$ cat config.mk
export PLATFORM = sky130hd
export DESIGN_NAME = sseg_frame_arbiter
export DESIGN_NICKNAME = d
export VERILOG_FILES = /design/src/rtl/sseg_frame_arbiter.sv
export SDC_FILE = /design/constraint.sdc
export NUM_CORES = 1
export LEC_CHECK = 0
export ABC_AREA = 1
export CELL_PAD_IN_SITES_DETAIL_PLACEMENT = 0
export CELL_PAD_IN_SITES_GLOBAL_PLACEMENT = 1
export CORE_UTILIZATION = 40
export DETAILED_ROUTE_END_ITERATION = 7
export PLACE_DENSITY_LB_ADDON = 0.1
export SETUP_SLACK_MARGIN = 0.2
export SLEW_MARGIN = 20
export SYNTH_ARGS = -nofsm -noshare
export SYNTH_HDL_FRONTEND = slang
export SYNTH_SLANG_ARGS = --single-unit
$ cat constraint.sdc
create_clock -name clk -period 2.9 [get_ports clk]
set_input_delay 0.29 -clock clk [delete_from_list [all_inputs] [get_ports clk]]
set_output_delay 0.29 -clock clk [all_outputs]
set_load 0.005 [all_outputs]
$ cat src/rtl/sseg_frame_arbiter.sv
// Round-robin arbiter sharing a 4-digit seven-segment display between two frame producers,
// with a minimum on-screen hold time per granted frame and fully registered display outputs.
module sseg_frame_arbiter #(
    parameter int unsigned HOLD_CYCLES = 25_000_000
) (
    input  logic        clk,
    input  logic        rst_n,
    input  logic        clear,
    input  logic [1:0]  req_valid,
    output logic [1:0]  req_ready,
    input  logic [15:0] req0_digits,
    input  logic        req0_sign,
    input  logic [15:0] req1_digits,
    input  logic        req1_sign,
    output logic [3:0]  bcd0,
    output logic [3:0]  bcd1,
    output logic [3:0]  bcd2,
    output logic [3:0]  bcd3,
    output logic        sign,
    output logic        disp_valid,
    output logic        owner
);

    localparam int unsigned CNT_W = $clog2(HOLD_CYCLES + 1);
    localparam logic [CNT_W-1:0] HOLD_LOAD = CNT_W'(HOLD_CYCLES - 1);

    typedef enum logic [1:0] {
        IDLE = 2'd0,
        LOAD = 2'd1,
        HOLD = 2'd2,
        SHOW = 2'd3
    } state_t;

    state_t           state, state_n;
    logic             grant, grant_n;
    logic             last_owner;
    logic [CNT_W-1:0] cnt, cnt_n;
    logic             capture;
    logic             cap_idx;
    logic [15:0]      cap_digits;
    logic             cap_sign;

    always_ff @(posedge clk or negedge rst_n) begin
        if (!rst_n) begin
            state <= IDLE;
            grant <= 1'b0;
            cnt   <= '0;
        end else begin
            state <= state_n;
            grant <= grant_n;
            cnt   <= cnt_n;
        end
    end

    // req_ready is derived only from registered state so it never loops back through req_valid.
    always_comb begin
        state_n   = state;
        grant_n   = grant;
        cnt_n     = cnt;
        capture   = 1'b0;
        cap_idx   = owner;
        req_ready = '0;
        unique case (state)
            IDLE: begin
                if (|req_valid) begin
                    grant_n = (req_valid == 2'b11) ? ~last_owner : req_valid[1];
                    state_n = LOAD;
                end
            end
            LOAD: begin
                req_ready[grant] = 1'b1;
                if (req_valid[grant]) begin
                    capture = 1'b1;
                    cap_idx = grant;
                    cnt_n   = HOLD_LOAD;
                    state_n = HOLD;
                end else begin
                    state_n = disp_valid ? SHOW : IDLE;
                end
            end
            HOLD: begin
                req_ready[owner] = 1'b1;
                capture          = req_valid[owner];
                if (cnt == '0) begin
                    if (req_valid[~owner]) begin
                        grant_n = ~owner;
                        state_n = LOAD;
                    end else begin
                        state_n = SHOW;
                    end
                end else begin
                    cnt_n = cnt - CNT_W'(1);
                end
            end
            SHOW: begin
                req_ready[owner] = 1'b1;
                capture          = req_valid[owner];
                if (req_valid[~owner]) begin
                    grant_n = ~owner;
                    state_n = LOAD;
                end
            end
            default: state_n = IDLE;
        endcase
        // A transfer coinciding with clear is dropped.
        if (clear) begin
            state_n = IDLE;
            capture = 1'b0;
            cnt_n   = '0;
        end
    end

    assign cap_digits = cap_idx ? req1_digits : req0_digits;
    assign cap_sign   = cap_idx ? req1_sign   : req0_sign;

    always_ff @(posedge clk or negedge rst_n) begin
        if (!rst_n) begin
            bcd0       <= '0;
            bcd1       <= '0;
            bcd2       <= '0;
            bcd3       <= '0;
            sign       <= 1'b0;
            disp_valid <= 1'b0;
            owner      <= 1'b0;
            last_owner <= 1'b1;
        end else if (clear) begin
            bcd0       <= '0;
            bcd1       <= '0;
            bcd2       <= '0;
            bcd3       <= '0;
            sign       <= 1'b0;
            disp_valid <= 1'b0;
        end else if (capture) begin
            bcd0       <= cap_digits[3:0];
            bcd1       <= cap_digits[7:4];
            bcd2       <= cap_digits[11:8];
            bcd3       <= cap_digits[15:12];
            sign       <= cap_sign;
            disp_valid <= 1'b1;
            owner      <= cap_idx;
            last_owner <= cap_idx;
        end
    end

endmodule

Word-level counts from Yosys, hierarchy flattened
Cells that the tools add are included.
{"block": "totals", "register_bits": 48, "in_bits": 39, "out_inout_bits": 21, "wordCells": 91}
{"block": "classes", "addsub": 1, "n_lt_le_gt_ge": 5, "eq_ne": 11, "mux": 47, "n_bitwise": 3, "n_reduce_logical": 13}
{"op": "2-to-1 mux 25 bit", "count": 3}
{"op": "one-hot mux 25 bit (2 select lines)", "count": 1}
{"op": "2-to-1 mux 4 bit", "count": 8}
{"op": "logical NOT 25 bit", "count": 1}
{"op": "subtractor 25 x 1 -> 25 bit (second input constant)", "count": 1}
{"op": "2-to-1 mux 1 bit", "count": 21}
{"op": "2-to-1 mux 16 bit", "count": 1}
{"op": "inequality test 3 bit (second input constant)", "count": 5}
{"op": "2-to-1 mux 2 bit", "count": 7}
{"op": "AND reduction 3 bit", "count": 3}
{"op": "one-hot mux 2 bit (4 select lines)", "count": 1}
{"op": "equality test 2 bit (second input constant)", "count": 3}
{"op": "< comparator 1 x 2 -> 1 bit (second input constant)", "count": 3}
{"op": "nonzero test 3 bit", "count": 2}
{"op": "inequality test 2 bit (second input constant)", "count": 2}
{"op": "one-hot mux 2 bit (2 select lines)", "count": 1}
{"op": "OR reduction 2 bit", "count": 2}
{"op": "inverter 1 bit", "count": 3}
{"op": "one-hot mux 1 bit (3 select lines)", "count": 1}
{"op": "demux 1 bit (select 1 bit)", "count": 2}
{"op": "equality test 2 x 1 -> 1 bit (second input constant)", "count": 1}
{"op": "greater-or-equal comparator 1 bit (second input constant)", "count": 2}
{"op": "logical AND 1 bit", "count": 2}
{"op": "logical NOT 2 bit", "count": 1}
{"op": "3 further kinds", "count": 3}

Longest topological paths before layout
{"block": "depth", "word_depth": 7, "mapped_depth": 13, "ltp_nobuf": 13}

Least setup slack after synthesis
Ideal clock, no wire load.
{"block": "synth_path", "path_kind": "register to register", "from": "register state[1]", "to": "register bcd0[0]", "setup_ns": 0.066, "arrival_ns": 1.686, "path_slack_ns": 1.148, "path_stages_with_launch": 12, "n_path_buf": 1, "path_cell_list": "dfrtp_1 inv_1 ha_1 inv_2 o21ai_1 o31ai_4 inv_2 buf_4 nand2_1 nand2_1 nand3_1 nand2_1"}
{"block": "synth_between", "elab_chain_cells": 5, "word_cells_on_any_way": 11}
{"item": "from (decl)", "line_no": "34", "source": "state_t state, state_n;"}
{"item": "from (signal assigned)", "line_no": "49", "source": "state <= state_n;"}
{"item": "equality test 2 bit / equality test 2 x 1 -> 1 bit (equally long branches)", "line_no": "63", "source": "unique case (state)"}
{"item": "OR reduction 2 bit (no source line) / 2-to-1 mux 1 bit (equally long branches)"}
{"item": "one-hot mux 1 bit (2 select lines) / 2-to-1 mux 16 bit (equally long branches)", "line_no": "63, 113"}
{"item": "2-to-1 mux 1 bit / 2-to-1 mux 4 bit (equally long branches)", "line_no": "106, 133"}
{"item": "nonzero test 2 bit (no source line) / 2-to-1 mux 4 bit (equally long branches)"}
{"item": "to (signal assigned)", "line_no": "134", "source": "bcd0 <= cap_digits[3:0];"}
{"item": "to (decl)", "line_no": "15", "source": "output logic [3:0] bcd0,"}
Parallel ways exist; a longest one is shown, timed or not. The select of a mux whose other input is x is not followed.
A chain may end at the register's enable or synchronous reset.

Worst setup path in the final report
{"block": "layout_path", "from": "register state[0]", "to": "output req_ready[0]"}
{"block": "layout_between", "elab_chain_cells": 3, "word_cells_on_any_way": 5}
{"item": "equality test 2 bit", "line_no": "63"}
{"item": "OR reduction 2 bit (no source line)"}
{"item": "one-hot mux 2 bit (2 select lines) (*)", "line_no": "63"}
{"item": "to (decl)", "line_no": "10", "source": "output logic [1:0] req_ready,"}
Every way passes the cells marked *; elsewhere a longest branch is shown, timed or not.

==> impl_results.md <==
* Starting density of the core at 41.4%
* Clock skew at between 0.01 and 0.015 ns
* # IOs at 60
* CTS tree: yes
* Slew @ Worst Pin at between 0.7 and 0.8 ns
* CTS Buffer Depth at 2
* Post-layout instance count excluding filler cells at 639
* GPL Wtd Cong at between 0.8 and 0.9
* Die Ht at around 92 um
* Rows at 32
* Status: finished, final reports clean
* Drt via density at approximately 5
* Ys flop type: dfrtp_1
* Post-CTS sizing at 0
* Die ar. at between 0.008 and 0.009 mm^2
* P_int at about 1.4 mW
* Final setup fails at 0
* Layout cell share with drive strength beyond 1 at ~5.6%
* Post-CTS setup buffers at 0
* Seq pwr share at between 30% and 40%
* Largest net degree at the start of global routing at 33
* Hold Fails Final Rpt at 0
* HP Class: primary input to async pin
* RSZ-0062 raised after global routing: false
* PwrDens at between 600 and 700 mW/mm^2
* Pre-antenna DRT Iters at 4
* Clock latency at the later pin of the worst-skew pair at approximately 0.31 ns
* Vias in the first global route at between 3000 and 4000
* Logic gate share of total power at 46.9%
* Share of the synthesized area in the top cell type at 36.6%
* FILL cells at approximately 780
* Setup CP Type: flip-flop to primary output
* EDFF count, synth at 0
* Crit path max fanout at 11
* Critical path endpoint category: primary output
* Average cell area after synthesis at 6.69 um^2
* Number of DRC markers in iteration 0 at 112
* Async set-reset flop share out of synthesis at 100%
* DRT Wirelength at around 8.5 mm
* Setup TNS Final at 0 ns
* Final ANT Viol Nets at 0
* Initial antenna violation count at 0
* Clock transition at path regs at approximately 0.10 ns
* Number of buffers created by CTS at 5
* GR Overflow Total at 0
* Leakage at between 2 and 2.5 nW
* Syn_nets at about 530
* Maxcap violations at 0
* Max Slew Vio Count at 0
* Routed via count at about 3200
* Htree depth at 2
* Root Driver: clkbuf_8
* Most frequent cell after synthesis: nand2_1
* Hold_buf cts at 0
* Residual DRC at 0
* Synth-to-layout area growth at 23.7%
* Worst Path Arrival at between 2 and 2.5 ns
* Sw Ratio at between 40% and 50%
* Die width at slightly above 90 um
* Net Switching at about 1.1 mW
* CP Launch Type: flip-flop
* Post-synthesis sequential area ratio at 37.4%
* Mapped Cells at just under 500
* Yosys reg bits at 48
* # clock sinks at 48
* Synth top cells by count: nand2_1, nand3_1, dfrtp_1, nor2_1, inv_1
* Synth area leaders: dfrtp_1, nand2_1, nand3_1
* Synth Cell Area at 0.00322 mm^2
* Tcrit/Tclk final at slightly above 80%
* Fmax at between 400 and 500 MHz
* Relative slew slack at between 50% and 60%
* Post-DP HPWL at around 6.2 mm
* Count of cell types in the netlist at 32
* Ys Warns at 0
* Inserted Diodes at 0
* Overall Global Routing Usage at a little over a fifth
* Drt wl/cell at 13.3 um
* Input/output buffers at just under 60
* Data required time at the worst endpoint at between 2 and 3 ns
* Placed cells at 631
* First-pass GRT wire length at about 15 mm
* Minimum clock period at between 2 and 2.5 ns
* Final nets at around 580
* Power share of the clock group at 16.6%
* Worst vdd ir at roughly 0.00027 V
* Core area at about 0.0078 mm^2
* Biggest area consumer among synthesized cells: dfrtp_1
final cells by class:
class                   instances  area (um^2)  share of cell area [%]
multi-input cells             373         1760                    44.1
flip-flops and latches         48         1200                    30.2
repair buffers                 68          653                    16.4
inverters                      40          150                    3.77
well taps                     102          128                    3.21
clock buffers                   8         90.1                    2.26
state kept, by name (all words and copies together) (netlist names):
name	count
cnt	25
bcd0	4
bcd1	4
bcd2	4
bcd3	4
state	2
disp_valid	1
grant	1
last_owner	1
owner	1
sign	1
worst paths after layout:
kind	to	from	cells after the start	slack, ns
min in group clk	last_owner	last_owner	2	0.48
worst min-delay path	cnt[13]	rst_n	1	0.03
max in group asynchronous	sign	rst_n	2	2.25
worst min register to register	last_owner	last_owner	2	0.48
worst max-delay path	req_ready[0]	state[0]	7	0.56
worst max register to register	bcd1[2]	state[1]	9	0.66
routing by layer:
layer / part of all wire [%] / vias to the layer above / GRT usage, %
li1: - / 1671 / -
met1: 46 / 1484 / 27.5
met2: 49 / 60 / 38.8
met3: 4.4 / 6 / 4.39
met4: 0.56 / 0 / 4.10
met5: 0 / - / 0
layout by cell type (no fill, tap or decap), types with 2 or more instances in the layout:
cell / synthesis / routed
o21ai_0: 8 / 8
nand2_1: 167 / 167
nor2_1: 47 / 47
clkdlybuf4s50_1: 0 / 58
nand2_2: 2 / 2
clkbuf_8: 0 / 6
nand4_1: 10 / 10
buf_4: 1 / 9
o21ai_1: 2 / 2
a21oi_1: 15 / 15
dfrtp_1: 47 / 47
ha_1: 7 / 7
clkbuf_1: 3 / 2
nand3_1: 97 / 97
inv_1: 35 / 35
inv_2: 4 / 5
xor2_1: 6 / 6
cells by family after synthesis:
| kind of cell | count (synthesis) | synth area share, % |
|---|---|---|
| buffers and inverters | 60 | 8.02 |
| DFF | 48 | 37.4 |
| xor gates and xnor gates | 7 | 1.91 |
| adders and majority gates | 7 | 2.72 |
| and+or+nand+nor | 329 | 44.4 |
| AOI/OAI and AO/OA | 30 | 5.53 |
power groups by stage:
stage	Clock [mW]	Sequential (mW)	Combinational (mW)
2_1_floorplan	0	0.902	0.881
3_3_place_gp	0	0.933	1.20
3_5_place_dp	0	0.932	1.20
4_1_cts	0.440	0.921	1.20
5_1_grt	0.465	0.943	1.37
6_report	0.422	0.923	1.19
per-stage QoR:
| step | power (mW) | utilization [%] | hold WS, ns | instance area, um^2 | worst slack (ns) |
|---|---|---|---|---|---|
| after floorplan | 1.78 | - | -0.00559 | 3220 | 1.15 |
| after global placement | 2.13 | 50.1 | 0.384 | 3890 | 0.608 |
| after detailed placement | 2.13 | 50.1 | 0.398 | 3890 | 0.603 |
| after CTS | 2.56 | 51.2 | 0.0547 | 3980 | 0.555 |
| after global routing | 2.78 | 51.2 | 0.0772 | 3980 | 0.383 |
| final | 2.53 | 51.2 | 0.0269 | 3980 | 0.561 |
critical path: stages, from the launching register on:
cell and delay (ns):
dfrtp_1 0.44, inv_1 0.14, ha_1 0.19, inv_2 0.12, nand2_1 0.11, nand2_1 0.09, a21oi_1 0.13, clkdlybuf4s50_1 0.52
Note: power is estimated with default switching activity, not from simulation.
